===== src/rtl/magnitude_estimator_stream_pkg.sv =====
// Shared types and constants for the streaming magnitude estimator.
// Estimator mode encodings travel with each sample.
package magnitude_estimator_stream_pkg;

    typedef enum logic [1:0] {
        MODE_AB375 = 2'd0,  // max + 0.375*min
        MODE_AB500 = 2'd1,  // max + 0.5*min
        MODE_AB_HQ = 2'd2,  // 15/16*max + 15/32*min
        MODE_LINF  = 2'd3   // max only
    } mode_e;

    localparam int MODE_WIDTH = 2;

endpackage


===== src/rtl/magnitude_estimator_stream_if.sv =====
// Stream bundle for the magnitude estimator: sample input, magnitude output and frame-peak report.
interface magnitude_estimator_stream_if #(
    parameter int DATA_WIDTH  = 24,
    parameter int OUT_WIDTH   = 24,
    parameter int INDEX_WIDTH = 10
);
    import magnitude_estimator_stream_pkg::*;

    logic                     i_valid;
    logic                     o_ready;
    logic [2*DATA_WIDTH-1:0]  i_fft_complex;
    logic [INDEX_WIDTH-1:0]   i_index;
    logic                     i_last;
    logic [MODE_WIDTH-1:0]    i_mode;
    logic                     o_valid;
    logic                     i_ready;
    logic [OUT_WIDTH-1:0]     o_magnitude;
    logic [INDEX_WIDTH-1:0]   o_index;
    logic                     o_last;
    logic                     o_peak_valid;
    logic [OUT_WIDTH-1:0]     o_peak_magnitude;
    logic [INDEX_WIDTH-1:0]   o_peak_index;

    modport slave (
        input  i_valid, i_fft_complex, i_index, i_last, i_mode, i_ready,
        output o_ready, o_valid, o_magnitude, o_index, o_last,
               o_peak_valid, o_peak_magnitude, o_peak_index
    );

    modport master (
        output i_valid, i_fft_complex, i_index, i_last, i_mode, i_ready,
        input  o_ready, o_valid, o_magnitude, o_index, o_last,
               o_peak_valid, o_peak_magnitude, o_peak_index
    );

endinterface


===== src/rtl/magnitude_estimator_stream_peak_tracker.sv =====
// Per-frame peak tracker: keeps the earliest strictly-largest magnitude of a frame and
// reports it with a one-cycle pulse after the frame's last beat is transferred.
module mag_peak_tracker #(
    parameter int OUT_WIDTH   = 24,
    parameter int INDEX_WIDTH = 10
) (
    input  logic                   clk,
    input  logic                   reset_n,
    input  logic                   beat,
    input  logic [OUT_WIDTH-1:0]   magnitude,
    input  logic [INDEX_WIDTH-1:0] index,
    input  logic                   last,
    output logic                   o_peak_valid,
    output logic [OUT_WIDTH-1:0]   o_peak_magnitude,
    output logic [INDEX_WIDTH-1:0] o_peak_index
);

    logic                   in_frame;
    logic [OUT_WIDTH-1:0]   acc_mag;
    logic [INDEX_WIDTH-1:0] acc_idx;
    logic                   take_new;
    logic [OUT_WIDTH-1:0]   cand_mag;
    logic [INDEX_WIDTH-1:0] cand_idx;

    // Strict compare keeps the earliest index on ties.
    always_comb begin
        take_new = !in_frame || (magnitude > acc_mag);
        cand_mag = take_new ? magnitude : acc_mag;
        cand_idx = take_new ? index     : acc_idx;
    end

    always_ff @(posedge clk or negedge reset_n) begin
        if (!reset_n) begin
            in_frame         <= 1'b0;
            acc_mag          <= '0;
            acc_idx          <= '0;
            o_peak_valid     <= 1'b0;
            o_peak_magnitude <= '0;
            o_peak_index     <= '0;
        end else begin
            o_peak_valid <= 1'b0;
            if (beat) begin
                if (last) begin
                    o_peak_magnitude <= cand_mag;
                    o_peak_index     <= cand_idx;
                    o_peak_valid     <= 1'b1;
                    in_frame         <= 1'b0;
                end else begin
                    acc_mag  <= cand_mag;
                    acc_idx  <= cand_idx;
                    in_frame <= 1'b1;
                end
            end
        end
    end

endmodule


===== src/rtl/magnitude_estimator_stream.sv =====
// Streaming alpha-max-plus-beta-min magnitude estimator: 3-stage pipeline with a global
// stall, per-sample mode, index/last sideband and a per-frame peak report.
module magnitude_estimator_stream
    import magnitude_estimator_stream_pkg::*;
#(
    parameter int DATA_WIDTH  = 24,
    parameter int OUT_WIDTH   = 24,
    parameter int INDEX_WIDTH = 10
) (
    input  logic                         clk,
    input  logic                         reset_n,
    magnitude_estimator_stream_if.slave  stream
);

    localparam int SUM_WIDTH = DATA_WIDTH + 1;

    logic en;
    logic [DATA_WIDTH-1:0] re_bits, im_bits, abs_re, abs_im;

    logic                   s1_valid, s1_last;
    logic [DATA_WIDTH-1:0]  s1_abs_re, s1_abs_im;
    logic [INDEX_WIDTH-1:0] s1_index;
    mode_e                  s1_mode;

    logic                   s2_valid, s2_last;
    logic [DATA_WIDTH-1:0]  s2_max, s2_min;
    logic [INDEX_WIDTH-1:0] s2_index;
    mode_e                  s2_mode;

    logic                   out_valid, out_last;
    logic [OUT_WIDTH-1:0]   out_mag;
    logic [INDEX_WIDTH-1:0] out_index;

    logic [SUM_WIDTH-1:0]   mx, mn, sum;
    logic [OUT_WIDTH-1:0]   sat_mag;

    logic                   peak_valid;
    logic [OUT_WIDTH-1:0]   peak_mag;
    logic [INDEX_WIDTH-1:0] peak_idx;

    // The whole pipeline moves as one; a held output freezes every stage behind it.
    assign en             = !out_valid || stream.i_ready;
    assign stream.o_ready = en;

    // Unsigned absolute value in DATA_WIDTH bits: the most negative input maps to 2^(DW-1).
    assign re_bits = stream.i_fft_complex[2*DATA_WIDTH-1:DATA_WIDTH];
    assign im_bits = stream.i_fft_complex[DATA_WIDTH-1:0];
    assign abs_re  = re_bits[DATA_WIDTH-1] ? (~re_bits + DATA_WIDTH'(1)) : re_bits;
    assign abs_im  = im_bits[DATA_WIDTH-1] ? (~im_bits + DATA_WIDTH'(1)) : im_bits;

    // NOTE: clocked state uses non-blocking assignments so every stage samples pre-edge values.
    // NOTE: datapath registers are reset as well so outputs read zero straight out of reset.
    always_ff @(posedge clk or negedge reset_n) begin
        if (!reset_n) begin
            s1_valid  <= 1'b0;
            s1_last   <= 1'b0;
            s1_abs_re <= '0;
            s1_abs_im <= '0;
            s1_index  <= '0;
            s1_mode   <= MODE_AB375;
            s2_valid  <= 1'b0;
            s2_last   <= 1'b0;
            s2_max    <= '0;
            s2_min    <= '0;
            s2_index  <= '0;
            s2_mode   <= MODE_AB375;
            out_valid <= 1'b0;
            out_last  <= 1'b0;
            out_mag   <= '0;
            out_index <= '0;
        end else if (en) begin
            s1_valid  <= stream.i_valid;
            s1_last   <= stream.i_last;
            s1_abs_re <= abs_re;
            s1_abs_im <= abs_im;
            s1_index  <= stream.i_index;
            s1_mode   <= mode_e'(stream.i_mode);

            s2_valid  <= s1_valid;
            s2_last   <= s1_last;
            s2_max    <= (s1_abs_re >= s1_abs_im) ? s1_abs_re : s1_abs_im;
            s2_min    <= (s1_abs_re >= s1_abs_im) ? s1_abs_im : s1_abs_re;
            s2_index  <= s1_index;
            s2_mode   <= s1_mode;

            out_valid <= s2_valid;
            out_last  <= s2_last;
            out_mag   <= sat_mag;
            out_index <= s2_index;
        end
    end

    // NOTE: every always_comb output gets a default first so no path can infer a latch.
    always_comb begin
        mx  = {1'b0, s2_max};
        mn  = {1'b0, s2_min};
        sum = '0;
        case (s2_mode)
            MODE_AB375: sum = mx + (mn >> 2) + (mn >> 3);
            MODE_AB500: sum = mx + (mn >> 1);
            MODE_AB_HQ: sum = (mx - (mx >> 4)) + ((mn >> 1) - (mn >> 5));
            MODE_LINF:  sum = mx;
            default:    sum = mx;
        endcase
        sat_mag = (|sum[SUM_WIDTH-1:OUT_WIDTH]) ? '1 : sum[OUT_WIDTH-1:0];
    end

    mag_peak_tracker #(
        .OUT_WIDTH   (OUT_WIDTH),
        .INDEX_WIDTH (INDEX_WIDTH)
    ) u_peak (
        .clk              (clk),
        .reset_n          (reset_n),
        .beat             (out_valid && stream.i_ready),
        .magnitude        (out_mag),
        .index            (out_index),
        .last             (out_last),
        .o_peak_valid     (peak_valid),
        .o_peak_magnitude (peak_mag),
        .o_peak_index     (peak_idx)
    );

    assign stream.o_valid          = out_valid;
    assign stream.o_magnitude      = out_mag;
    assign stream.o_index          = out_index;
    assign stream.o_last           = out_last;
    assign stream.o_peak_valid     = peak_valid;
    assign stream.o_peak_magnitude = peak_mag;
    assign stream.o_peak_index     = peak_idx;

endmodule


===== src/flat_wrapper.sv =====
// flat-port wrapper written by rule: the top's interface ports become plain ports
module magnitude_estimator_stream_flat import magnitude_estimator_stream_pkg::*;
#(
    parameter int DATA_WIDTH  = 24,
    parameter int OUT_WIDTH   = 24,
    parameter int INDEX_WIDTH = 10
)
  (clk, reset_n, stream_i_valid, stream_i_fft_complex, stream_i_index, stream_i_last, stream_i_mode, stream_i_ready, stream_o_ready, stream_o_valid, stream_o_magnitude, stream_o_index, stream_o_last, stream_o_peak_valid, stream_o_peak_magnitude, stream_o_peak_index);
  magnitude_estimator_stream_if #(.DATA_WIDTH(DATA_WIDTH), .OUT_WIDTH(OUT_WIDTH), .INDEX_WIDTH(INDEX_WIDTH)) stream_i ();
  input  logic clk;
  input  logic reset_n;
  input wire logic [$bits(stream_i.i_valid)-1:0] stream_i_valid;
  input wire logic [$bits(stream_i.i_fft_complex)-1:0] stream_i_fft_complex;
  input wire logic [$bits(stream_i.i_index)-1:0] stream_i_index;
  input wire logic [$bits(stream_i.i_last)-1:0] stream_i_last;
  input wire logic [$bits(stream_i.i_mode)-1:0] stream_i_mode;
  input wire logic [$bits(stream_i.i_ready)-1:0] stream_i_ready;
  output wire logic [$bits(stream_i.o_ready)-1:0] stream_o_ready;
  output wire logic [$bits(stream_i.o_valid)-1:0] stream_o_valid;
  output wire logic [$bits(stream_i.o_magnitude)-1:0] stream_o_magnitude;
  output wire logic [$bits(stream_i.o_index)-1:0] stream_o_index;
  output wire logic [$bits(stream_i.o_last)-1:0] stream_o_last;
  output wire logic [$bits(stream_i.o_peak_valid)-1:0] stream_o_peak_valid;
  output wire logic [$bits(stream_i.o_peak_magnitude)-1:0] stream_o_peak_magnitude;
  output wire logic [$bits(stream_i.o_peak_index)-1:0] stream_o_peak_index;
  assign stream_i.i_valid = stream_i_valid;
  assign stream_i.i_fft_complex = stream_i_fft_complex;
  assign stream_i.i_index = stream_i_index;
  assign stream_i.i_last = stream_i_last;
  assign stream_i.i_mode = stream_i_mode;
  assign stream_i.i_ready = stream_i_ready;
  assign stream_o_ready = stream_i.o_ready;
  assign stream_o_valid = stream_i.o_valid;
  assign stream_o_magnitude = stream_i.o_magnitude;
  assign stream_o_index = stream_i.o_index;
  assign stream_o_last = stream_i.o_last;
  assign stream_o_peak_valid = stream_i.o_peak_valid;
  assign stream_o_peak_magnitude = stream_i.o_peak_magnitude;
  assign stream_o_peak_index = stream_i.o_peak_index;
  magnitude_estimator_stream #(.DATA_WIDTH(DATA_WIDTH), .OUT_WIDTH(OUT_WIDTH), .INDEX_WIDTH(INDEX_WIDTH)) u_core (.clk(clk), .reset_n(reset_n), .stream(stream_i));
endmodule

===== config.mk =====
export PLATFORM = sky130hd
export DESIGN_NAME = magnitude_estimator_stream_flat
export DESIGN_NICKNAME = d
export VERILOG_FILES = /design/src/rtl/magnitude_estimator_stream_pkg.sv /design/src/rtl/magnitude_estimator_stream_if.sv /design/src/rtl/magnitude_estimator_stream_peak_tracker.sv /design/src/rtl/magnitude_estimator_stream.sv /design/src/flat_wrapper.sv
export SDC_FILE = /design/constraint.sdc
export NUM_CORES = 1
export LEC_CHECK = 0
export BUFFER_PORTS_ARGS = -buffer_cell sky130_fd_sc_hd__buf_2
export CORE_MARGIN = 4
export CORE_UTILIZATION = 35
export DETAILED_ROUTE_END_ITERATION = 8
export GPL_TIMING_DRIVEN = 0
export PLACE_DENSITY = 0.56
export REMOVE_ABC_BUFFERS = 1
export SETUP_SLACK_MARGIN = 0.02
export SYNTH_ARGS = -nofsm -noshare
export SYNTH_HDL_FRONTEND = slang
export SYNTH_SLANG_ARGS = --single-unit

===== constraint.sdc =====
create_clock -name clk -period 9.4 [get_ports clk]
set_input_delay 2.82 -clock clk [delete_from_list [all_inputs] [get_ports clk]]
set_output_delay 2.82 -clock clk [all_outputs]
set_load 0.03 [all_outputs]

==> results of run 1 <==
## critical path: stages
cell and delay (ps):
buf_2 140, nor2b_4 480, inv_6 240, buf_16 290, buf_2 300
## cell families (layout without fill, tap and decap cells)
| logic type | count (synthesis) | in the layout | synth area share, % |
|---|---|---|---|
| flops | 229 | 229 | 32.32 |
| simple gates | 488 | 488 | 13.28 |
| fa+ha+maj | 193 | 193 | 15.48 |
| xor+xnor | 114 | 114 | 5.631 |
| compound gates | 598 | 598 | 23.89 |
| mux | 54 | 54 | 4.347 |
| buf+inv | 227 | 332 | 5.052 |
## metrics by stage
stage                     utilization (%)  instances
after floorplan                         -       1808
after global placement              37.58       2616
after detailed placement            38.22       2630
after CTS                           40.13       2680
after global routing                40.13       2680
final                               40.13       2680
## worst paths after layout
path	startpoint	to	slack (ps)	cells after the start
worst max-delay path	stream_i_ready	stream_o_ready	2150	5
worst min-delay path	u_core.s2_valid	u_core.stream.o_valid	460	1
worst max register to register	u_core.s2_min[5]	u_core.stream.o_magnitude[18]	2950	23
worst min register to register	u_core.s2_valid	u_core.stream.o_valid	460	1
max in group asynchronous	reset_n	u_core.s2_mode[0]	6490	2
min in group asynchronous	reset_n	u_core.s1_index[4]	2070	1
## synth_stat cells (8+ instances only)
cell and count:
a211oi_1 14, a21o_1 45, a21oi_1 87, a221oi_1 8, buf_1 13, buf_2 11, clkbuf_1 66, dfrtp_1 229
fa_1 44, ha_1 149, inv_1 131, mux2_1 34, mux4_2 15, nand2_1 226, nand2b_1 47, nand3_1 11
nand4_1 19, nor2_1 70, nor2b_1 18, nor3_1 17, nor3b_1 35, o211ai_1 11, o21a_1 52, o21ai_0 135
o21ai_1 27, o221a_2 47, o221ai_1 43, o22a_1 18, o31a_1 38, o31ai_1 10, or3_1 12, xnor2_1 60
xor2_1 54
## final cells by class
cell class | instances | area (um^2)
Sequential cell | 229 | 5732
Inverter | 132 | 500.5
Clock inverter | 10 | 150.1
Multi-Input combinational cell | 1447 | 11140
Timing Repair Buffer | 150 | 968.4
Fill cell | 5012 | 30040
Clock buffer | 40 | 804.5
Tap cell | 672 | 840.8
## registers in the layout (all words and copies together), names as in the netlist, 10 cells and up
| signal | cells |
|---|---|
| u_core.s2_min | 23 |
| u_core.s1_abs_re | 24 |
| u_core.u_peak.o_peak_magnitude | 24 |
| u_core.u_peak.o_peak_index | 10 |
| u_core.s2_max | 24 |
| u_core.s1_abs_im | 24 |
| u_core.s2_index | 10 |
| u_core.u_peak.acc_mag | 24 |
| u_core.stream.o_magnitude | 24 |
| u_core.s1_index | 10 |
| u_core.u_peak.acc_idx | 10 |
| u_core.stream.o_index | 10 |
## layer usage
layer | share of wire (%) | vias to the layer above
li1 | - | 7095
met4 | 1.7 | 0
met3 | 4.5 | 54
met2 | 45 | 317
met5 | 0 | -
met1 | 49 | 7082
==> metrics.cfg, run 1 <==
[clock_network]
cts_tree = yes
root_buffer = clkbuf_16
cts_sinks = 229
numCtsBuffers = 27
cts_setup_buffers = 0
hold_buffers = 0
clk_latency_ps = 560
clk_pin_slew_ps = 60
h-tree-depth = 1
ctsResizeCount = 0
cts_max_path_buffers = 3

[hold_path]
hold_class = flop to flop

[timing]
rsz0062_at_grt = no
fin_skew_ps = 16.10
min_period_over_period_pct = 77.15
tightest_slew_ps = 1219
min_period_ps = 7252
finalHoldViolCount = 0
slew_violations = 0
slew_headroom_pct = 18.70
fmax_mhz = 137.9
setup_viol = 0
worst_slack_ps = 2148
finalSetupTns_ps = 0
whs_ps = 463.4

[logic_synthesis]
synth.area.top_cells = dfrtp_1 32%, ha_1 11%, fa_1 5.0%
postSynthAreaPerCell_um2 = 9.318
synth_area_mm2 = 0.01773
ys_types = 75
ys_seq_area_share_pct = 32.32
synth_flop_cell = dfrtp_1
yosys_register_bits = 229
async_flop_share_pct = 100.0
synth_warnings = 0
netlist.area_leader.share_pct = 32.32
synth_top_cell_by_area = dfrtp_1
synth_cells = 1903
synth_enable_flop_cells = 0

[global_route]
use_met2_pct = 27.07
busiest_layer = met2
grt_util_met3_pct = 2.183
grt_pass1_vias = 14350
antenna_found_initial = 0
grt_max_degree = 129
overflow = 0
globalRouteTotalUtil_pct = 16.76
grt_pass1_wl_mm = 75.29
use_met1_pct = 24.28

[floorplanning]
io_pins = 137
die-width_um = 233.1
fp.coreArea_mm2 = 0.05017
rows = 82
die_area_mm2 = 0.05433
die_h_um = 233.1
start_util_pct = 35.34

[placement]
post_dp_cell_area_mm2 = 0.01918
preCtsSetupSlack_ps = 2198
place.gp.congestion = 0.8685
dp_hpwl_mm = 34.71
portBuffers = 136

[critical_path]
critPathLaunchType = input port
critPathMaxFanout = 128
cp_data_required_time_ps = 6580
cp-end-kind = primary output
worstSetupPathType = input port to primary output
worstPathArrival_ps = 4430

[cells_and_area]
diodes = 0
stdcell_area_mm2 = 0.02013
final_nets = 2245
layout_commonest_cell = dfrtp_1
layout_common_cells = 228 x dfrtp_1, 226 x nand2_1, 149 x ha_1
drive_above_1_share_pct = 13.84
area_growth_pct = 13.53

[detailed_routing]
routed_via_density = 5.428
wl_per_cell_um = 17.23
ant_nets = 0
dr.pass1.iters = 5
route.detailed.drc = 0
vias = 14550
routed_wl_mm = 46.16
drtIter0Drc = 925

[status]
status = complete, no violations

[job]
drv_cap = 0

Power of run 1 is not shown: default switching activity piles up to over one toggle a cycle in this logic, so the estimate is an artifact.
==> inputs of run 2 (changes only) <==
--- a/config.mk
+++ b/config.mk
@@ -10,7 +10,7 @@
 export CORE_UTILIZATION = 35
 export DETAILED_ROUTE_END_ITERATION = 8
 export GPL_TIMING_DRIVEN = 0
-export PLACE_DENSITY = 0.56
+export PLACE_DENSITY = 0.58
 export REMOVE_ABC_BUFFERS = 1
 export SETUP_SLACK_MARGIN = 0.02
 export SYNTH_ARGS = -nofsm -noshare
==> constraint.sdc (replaced) <==
create_clock -name clk -period 6 [get_ports clk]
set_input_delay 1.8 -clock clk [delete_from_list [all_inputs] [get_ports clk]]
set_output_delay 1.8 -clock clk [all_outputs]
set_load 0.03 [all_outputs]
==> metrics.cfg, run 2 (synthesized netlist as in run 1, its figures left out) <==
[critical_path]
worstPathArrival_ps = 6180  ; +1750 ps
worstSetupPathType = flop to flop
path_cells = inv_1, ha_1, nor2b_1, o21ai_1, a21boi_1, o21ai_1, a21boi_1, o2111ai_1, a21boi_1, o31a_1, a21oi_1, fa_1, ha_1, a21oi_1, a21boi_0, o21ai_1, a21oi_1, o21ai_0, a21oi_2, xor2_2, buf_4, o2111ai_4, buf_4, o22a_1
critPathLaunchType = flop
cp_data_required_time_ps = 6500  ; -80 ps
slowest_delay_ps = 470  ; about the same
critPathMaxFanout = 7  ; -95%
slowest_stage = dfrtp_2
r2r_setup_slack_ps = 320  ; -2630 ps
cp-end-kind = flop
cpLargestDelayFamily = compound AO/OA/AOI/OAI gates
path_buf_inv = 3  ; -1

[detailed_routing]
ant_nets = 0  ; unchanged
routed_wl_mm = 45.88  ; -0.62%
wl_per_cell_um = 17.09  ; -0.77%
drtIter0Drc = 897  ; -3.0%
dr.pass1.iters = 5  ; unchanged
route.detailed.drc = 0  ; unchanged
vias = 14510  ; -0.23%
routed_via_density = 5.408  ; -0.38%

[clock_network]
cts_tree = yes
clk_pin_slew_ps = 60  ; about the same
cts_max_path_buffers = 3  ; unchanged
hold_buffers = 0  ; unchanged
root_buffer = clkbuf_16
clk_latency_ps = 560  ; about the same
h-tree-depth = 1  ; unchanged
cts_sinks = 229  ; unchanged
numCtsBuffers = 27  ; unchanged

[timing]
fin_skew_ps = 17.02  ; +0.9247 ps
min_period_over_period_pct = 94.75
min_period_ps = 5685
finalHoldViolCount = 0  ; unchanged
rsz0062_at_grt = no
tightest_slew_ps = 1168  ; -51.58 ps
slew_violations = 0  ; unchanged
fmax_mhz = 175.9
setup_viol = 0  ; unchanged
slew_headroom_pct = 22.14  ; +3.4 points

[floorplanning]
die-width_um = 233.1  ; unchanged
fp.coreArea_mm2 = 0.05017  ; unchanged
die_h_um = 233.1  ; unchanged
die_area_mm2 = 0.05433  ; unchanged
start_util_pct = 35.34  ; unchanged
io_pins = 137  ; unchanged
rows = 82  ; unchanged

[cells_and_area]
diodes = 0  ; unchanged
final_nets = 2251  ; +0.27%
drive_above_1_share_pct = 14.41  ; +0.57 points
area_growth_pct = 14.24
fin_cells = 2684  ; +0.15%
layout_common_cells = 226 x nand2_1, 226 x dfrtp_1, 149 x ha_1

[global_route]
grt_max_degree = 131  ; +1.6%
globalRouteTotalUtil_pct = 16.50  ; -0.26 points
antenna_found_initial = 0  ; unchanged
grt_pass1_vias = 14170  ; -1.2%
overflow = 0  ; unchanged
grt_pass1_wl_mm = 74.32  ; -1.3%

[placement]
place.gp.congestion = 0.9144  ; +5.3%
dp_cells = 2631  ; +0.038%
portBuffers = 136  ; unchanged
dp_hpwl_mm = 33.89  ; -2.4%

[hold_path]
hold_class = flop to flop

[job]
drv_cap = 0  ; unchanged

[status]
status = complete, no violations

## run 2: cell count changes in the layout (fill, tap and decap cells not counted), sizes merged
cell	before	now
clkbuf	40	35
clkinv	2	6
o2111ai	3	4
buf	150	155
inv	133	135
bufinv	3	4
clkinvlp	4	0
## run 2: stage by stage
step           setup slack [ps]  cell area (um^2)  setup TNS, ps  hold WS (ps)  util [%]
5_1_grt                   20.11             20260              0         480.3     40.38
2_1_floorplan             -6223             17330        -657580         430.0         -
3_5_place_dp             -380.2             19210          -3541         446.2     38.29
6_report                  315.2             20260              0         465.6     40.38
4_1_cts                   90.66             20190              0         459.9     40.24
3_3_place_gp             -13400             18850       -1881300         440.8     37.58
## run 2: worst paths after layout
path | from | endpoint | depth (start not counted)
worst max register to register | u_core.s2_min[6] | u_core.stream.o_magnitude[15] | 24
worst max-delay path | u_core.s2_min[6] | u_core.stream.o_magnitude[15] | 24
min in group asynchronous | reset_n | u_core.u_peak.acc_mag[2] | 1
worst min register to register | u_core.s2_valid | u_core.stream.o_valid | 1
max in group asynchronous | reset_n | u_core.s2_min[20] | 3
worst min-delay path | u_core.s2_valid | u_core.stream.o_valid | 1
## run 2: metal layers
layer	GRT usage (%)	routed length (um)
met1	23.82	22170
met2	26.99	20620
met3	1.976	2296
met4	2.820	787
met5	0	0
## run 2: cell type report
type                       count  area [um^2]
fill                        4942        29910
multi-input combinational   1448        11200
sequential                   229         5734
timing repair buffer         155         1044
tap                          672        840.8
clock buffer                  35        745.7
inverter                     132        500.5
clock inverter                13        191.4
## run 2: what timing repair did
item / CTS / global route
gates cloned: 1 / 0
pin swaps: 2 / 2
resized for setup: 3 / 8
buffers inserted: 1 / 3
endpoints found under the setup margin: 24 / 24
Power of run 2 is left out for the same reason.
==> inputs of run 3 (changes only) <==
--- a/config.mk
+++ b/config.mk
@@ -5,9 +5,11 @@
 export SDC_FILE = /design/constraint.sdc
 export NUM_CORES = 1
 export LEC_CHECK = 0
+export ABC_AREA = 1
 export BUFFER_PORTS_ARGS = -buffer_cell sky130_fd_sc_hd__buf_2
 export CORE_MARGIN = 4
 export CORE_UTILIZATION = 35
+export CTS_CLUSTER_SIZE = 20
 export DETAILED_ROUTE_END_ITERATION = 8
 export GPL_TIMING_DRIVEN = 0
 export PLACE_DENSITY = 0.58
==> metrics.cfg, run 3 <==
[timing]
tightest_slew_ps = 1242  ; +74.53 ps
min_period_ps = 5413  ; -271.4 ps
fmax_mhz = 184.7  ; +5.0%
fin_skew_ps = 22.87  ; +5.851 ps
whs_ps = 468.7  ; +3.116 ps
slew_headroom_pct = 16.66  ; -5.5 points
rsz0062_at_grt = no
slew_violations = 0  ; unchanged
finalHoldViolCount = 0  ; unchanged
finalSetupTns_ps = 0  ; unchanged
worst_slack_ps = 586.7  ; +271.4 ps
setup_viol = 0  ; unchanged
min_period_over_period_pct = 90.22  ; -4.5 points

[logic_synthesis]
post-synth-top-count-cell = nand2_1
synth_flop_cell = dfrtp_1
ys_types = 53  ; -29%
synth_top_cell_by_area = dfrtp_1
synth_cells = 2823  ; +48%
postSynthAreaPerCell_um2 = 6.785  ; -27%
netlist.area_leader.share_pct = 29.92  ; -2.4 points
synth.cells.most_frequent = 966 x nand2_1, 380 x inv_1, 229 x dfrtp_1
yosys_register_bits = 229  ; unchanged
async_flop_share_pct = 100.0  ; unchanged
ys_seq_area_share_pct = 29.92  ; -2.4 points
synth_area_mm2 = 0.01915  ; +8.0%
synth_warnings = 0  ; unchanged
synth_enable_flop_cells = 0  ; unchanged
synth.area.top_cells = dfrtp_1 30%, nand2_1 19%, ha_1 9.7%

[floorplanning]
die_h_um = 241.9  ; +3.8%
die_area_mm2 = 0.05853  ; +7.7%
die-width_um = 241.9  ; +3.8%
io_pins = 137  ; unchanged
fp.coreArea_mm2 = 0.05403  ; +7.7%
rows = 85  ; +3.7%
start_util_pct = 35.45  ; +0.11 points

[critical_path]
path_buf_inv = 4  ; +1
critPathLaunchType = input port
crit_cells = 5  ; -79%
worstSetupPathType = input port to primary output
cp_data_required_time_ps = 4200  ; -2300 ps
r2r_setup_slack_ps = 970  ; +650 ps
r2r-end = u_core.stream.o_magnitude[15]
worstPathArrival_ps = 3610  ; -2570 ps
path_cells = buf_2, nor2_4, inv_4, buf_12, buf_2
slowest_delay_ps = 690  ; +220 ps
cp-end-kind = primary output
startpoint = stream_i_ready
ff2ff_path_depth = 25  ; +4.2%
crit_path_frequent_cell = buf_2
slowest_stage = nor2_4
reg2reg_from = u_core.s2_min[7]
critPathMaxFanout = 55  ; +48
cpLargestDelayFamily = buffers and inverters

[clock_network]
ctsResizeCount = 0  ; -3
hold_buffers = 0  ; unchanged
cts_max_path_buffers = 3  ; unchanged
root_buffer = clkbuf_16
cts_tree = yes
clk_pin_slew_ps = 60  ; about the same
clk_latency_ps = 560  ; about the same
numCtsBuffers = 28  ; +3.7%
cts_setup_buffers = 0  ; -1
cts_sinks = 229  ; unchanged
h-tree-depth = 1  ; unchanged

[hold_path]
hold_start = u_core.s2_valid
holdPathStages = 1  ; unchanged
hold_class = flop to flop
hold_path_end = u_core.stream.o_valid

[cells_and_area]
layout_common_cells = 966 x nand2_1, 380 x inv_1, 228 x dfrtp_1
diodes = 0  ; unchanged
seqCellArea_mm2 = 0.005732  ; about the same
area_growth_pct = 12.32
multi_input_area_mm2 = 0.01163  ; +3.9%
fill_cells = 5855  ; +18%
layout_commonest_cell = nand2_1
final_nets = 3180  ; +41%
drive_above_1_share_pct = 8.160  ; -6.3 points
fin_util_pct = 39.82  ; -0.56 points

[placement]
dp_hpwl_mm = 44.23  ; +31%
portBuffers = 136  ; unchanged
preCtsSetupSlack_ps = 534.0  ; +914.3 ps
place.gp.congestion = 0.9487  ; +3.8%

[detailed_routing]
route.detailed.drc = 0  ; unchanged
wl_per_cell_um = 15.53  ; -9.1%
dr.max_layer_used = met4
met2_length_mm = 25.82  ; +25%
ant_nets = 0  ; unchanged
wl_met1_mm = 26.57  ; +20%
routed_via_density = 4.931  ; -8.8%
met3WireLength_mm = 2.543  ; +11%
vias = 17940  ; +24%
routed_wl_mm = 56.49  ; +23%
drtIter0Drc = 981  ; +9.4%
dr.pass1.iters = 5  ; unchanged

[status]
status = complete, no violations

[global_route]
grt_pass1_vias = 17370  ; +23%
overflow = 0  ; unchanged
grt_max_degree = 117  ; -11%
antenna_found_initial = 0  ; unchanged
grt_pass1_wl_mm = 91.94  ; +24%
globalRouteTotalUtil_pct = 19.10  ; +2.6 points

[job]
drv_cap = 0  ; unchanged

[run 3: changes by cell type after synthesis, sizes merged, moves of 55 or more]
cell / previous run / this run
o21ai: 162 / 217
nor2: 70 / 195
nand2: 226 / 972
nand3: 11 / 222
inv: 132 / 382
[run 3: metal layers]
| layer | vias to the layer above | GRT usage [%] |
|---|---|---|
| li1 | 9238 | - |
| met1 | 8238 | 26.53 |
| met2 | 378 | 31.92 |
| met3 | 81 | 2.092 |
| met4 | 0 | 4.934 |
| met5 | - | 0 |
[run 3: cells by family after synthesis]
group / Yosys count / synth area share, %
buffers and inverters: 462 / 9.524
flip-flops: 229 / 29.92
AND/OR/NAND/NOR: 1495 / 32.77
adder cells (fa/ha/maj): 193 / 14.33
AO/OA/AOI/OAI: 384 / 10.71
XOR/XNOR: 60 / 2.744
[run 3: how the worst max path moves through the flow]
stage                                end
after floorplan           stream_o_ready
after global placement    stream_o_ready
after detailed placement  stream_o_ready
after CTS                 stream_o_ready
after global routing      stream_o_ready
final                     stream_o_ready
[run 3: stage by stage]
| stage | area (um^2) | cells |
|---|---|---|
| CTS | 21500 | 3637 |
| finish | 21510 | 3637 |
| global route | 21510 | 3637 |
| detailed placement | 20550 | 3588 |
| global placement | 20330 | 3579 |
| floorplan | 18780 | 2747 |
[run 3: cell type report]
cell class	instances	area share (%)
repair buffers	145	4.036
inverters	386	6.747
well taps	696	4.048
clock buffers	40	3.844
flip-flops and latches	229	26.64
clock inverters	9	0.6049
multi-input cells	2132	54.08
Power of run 3 is left out for the same reason.
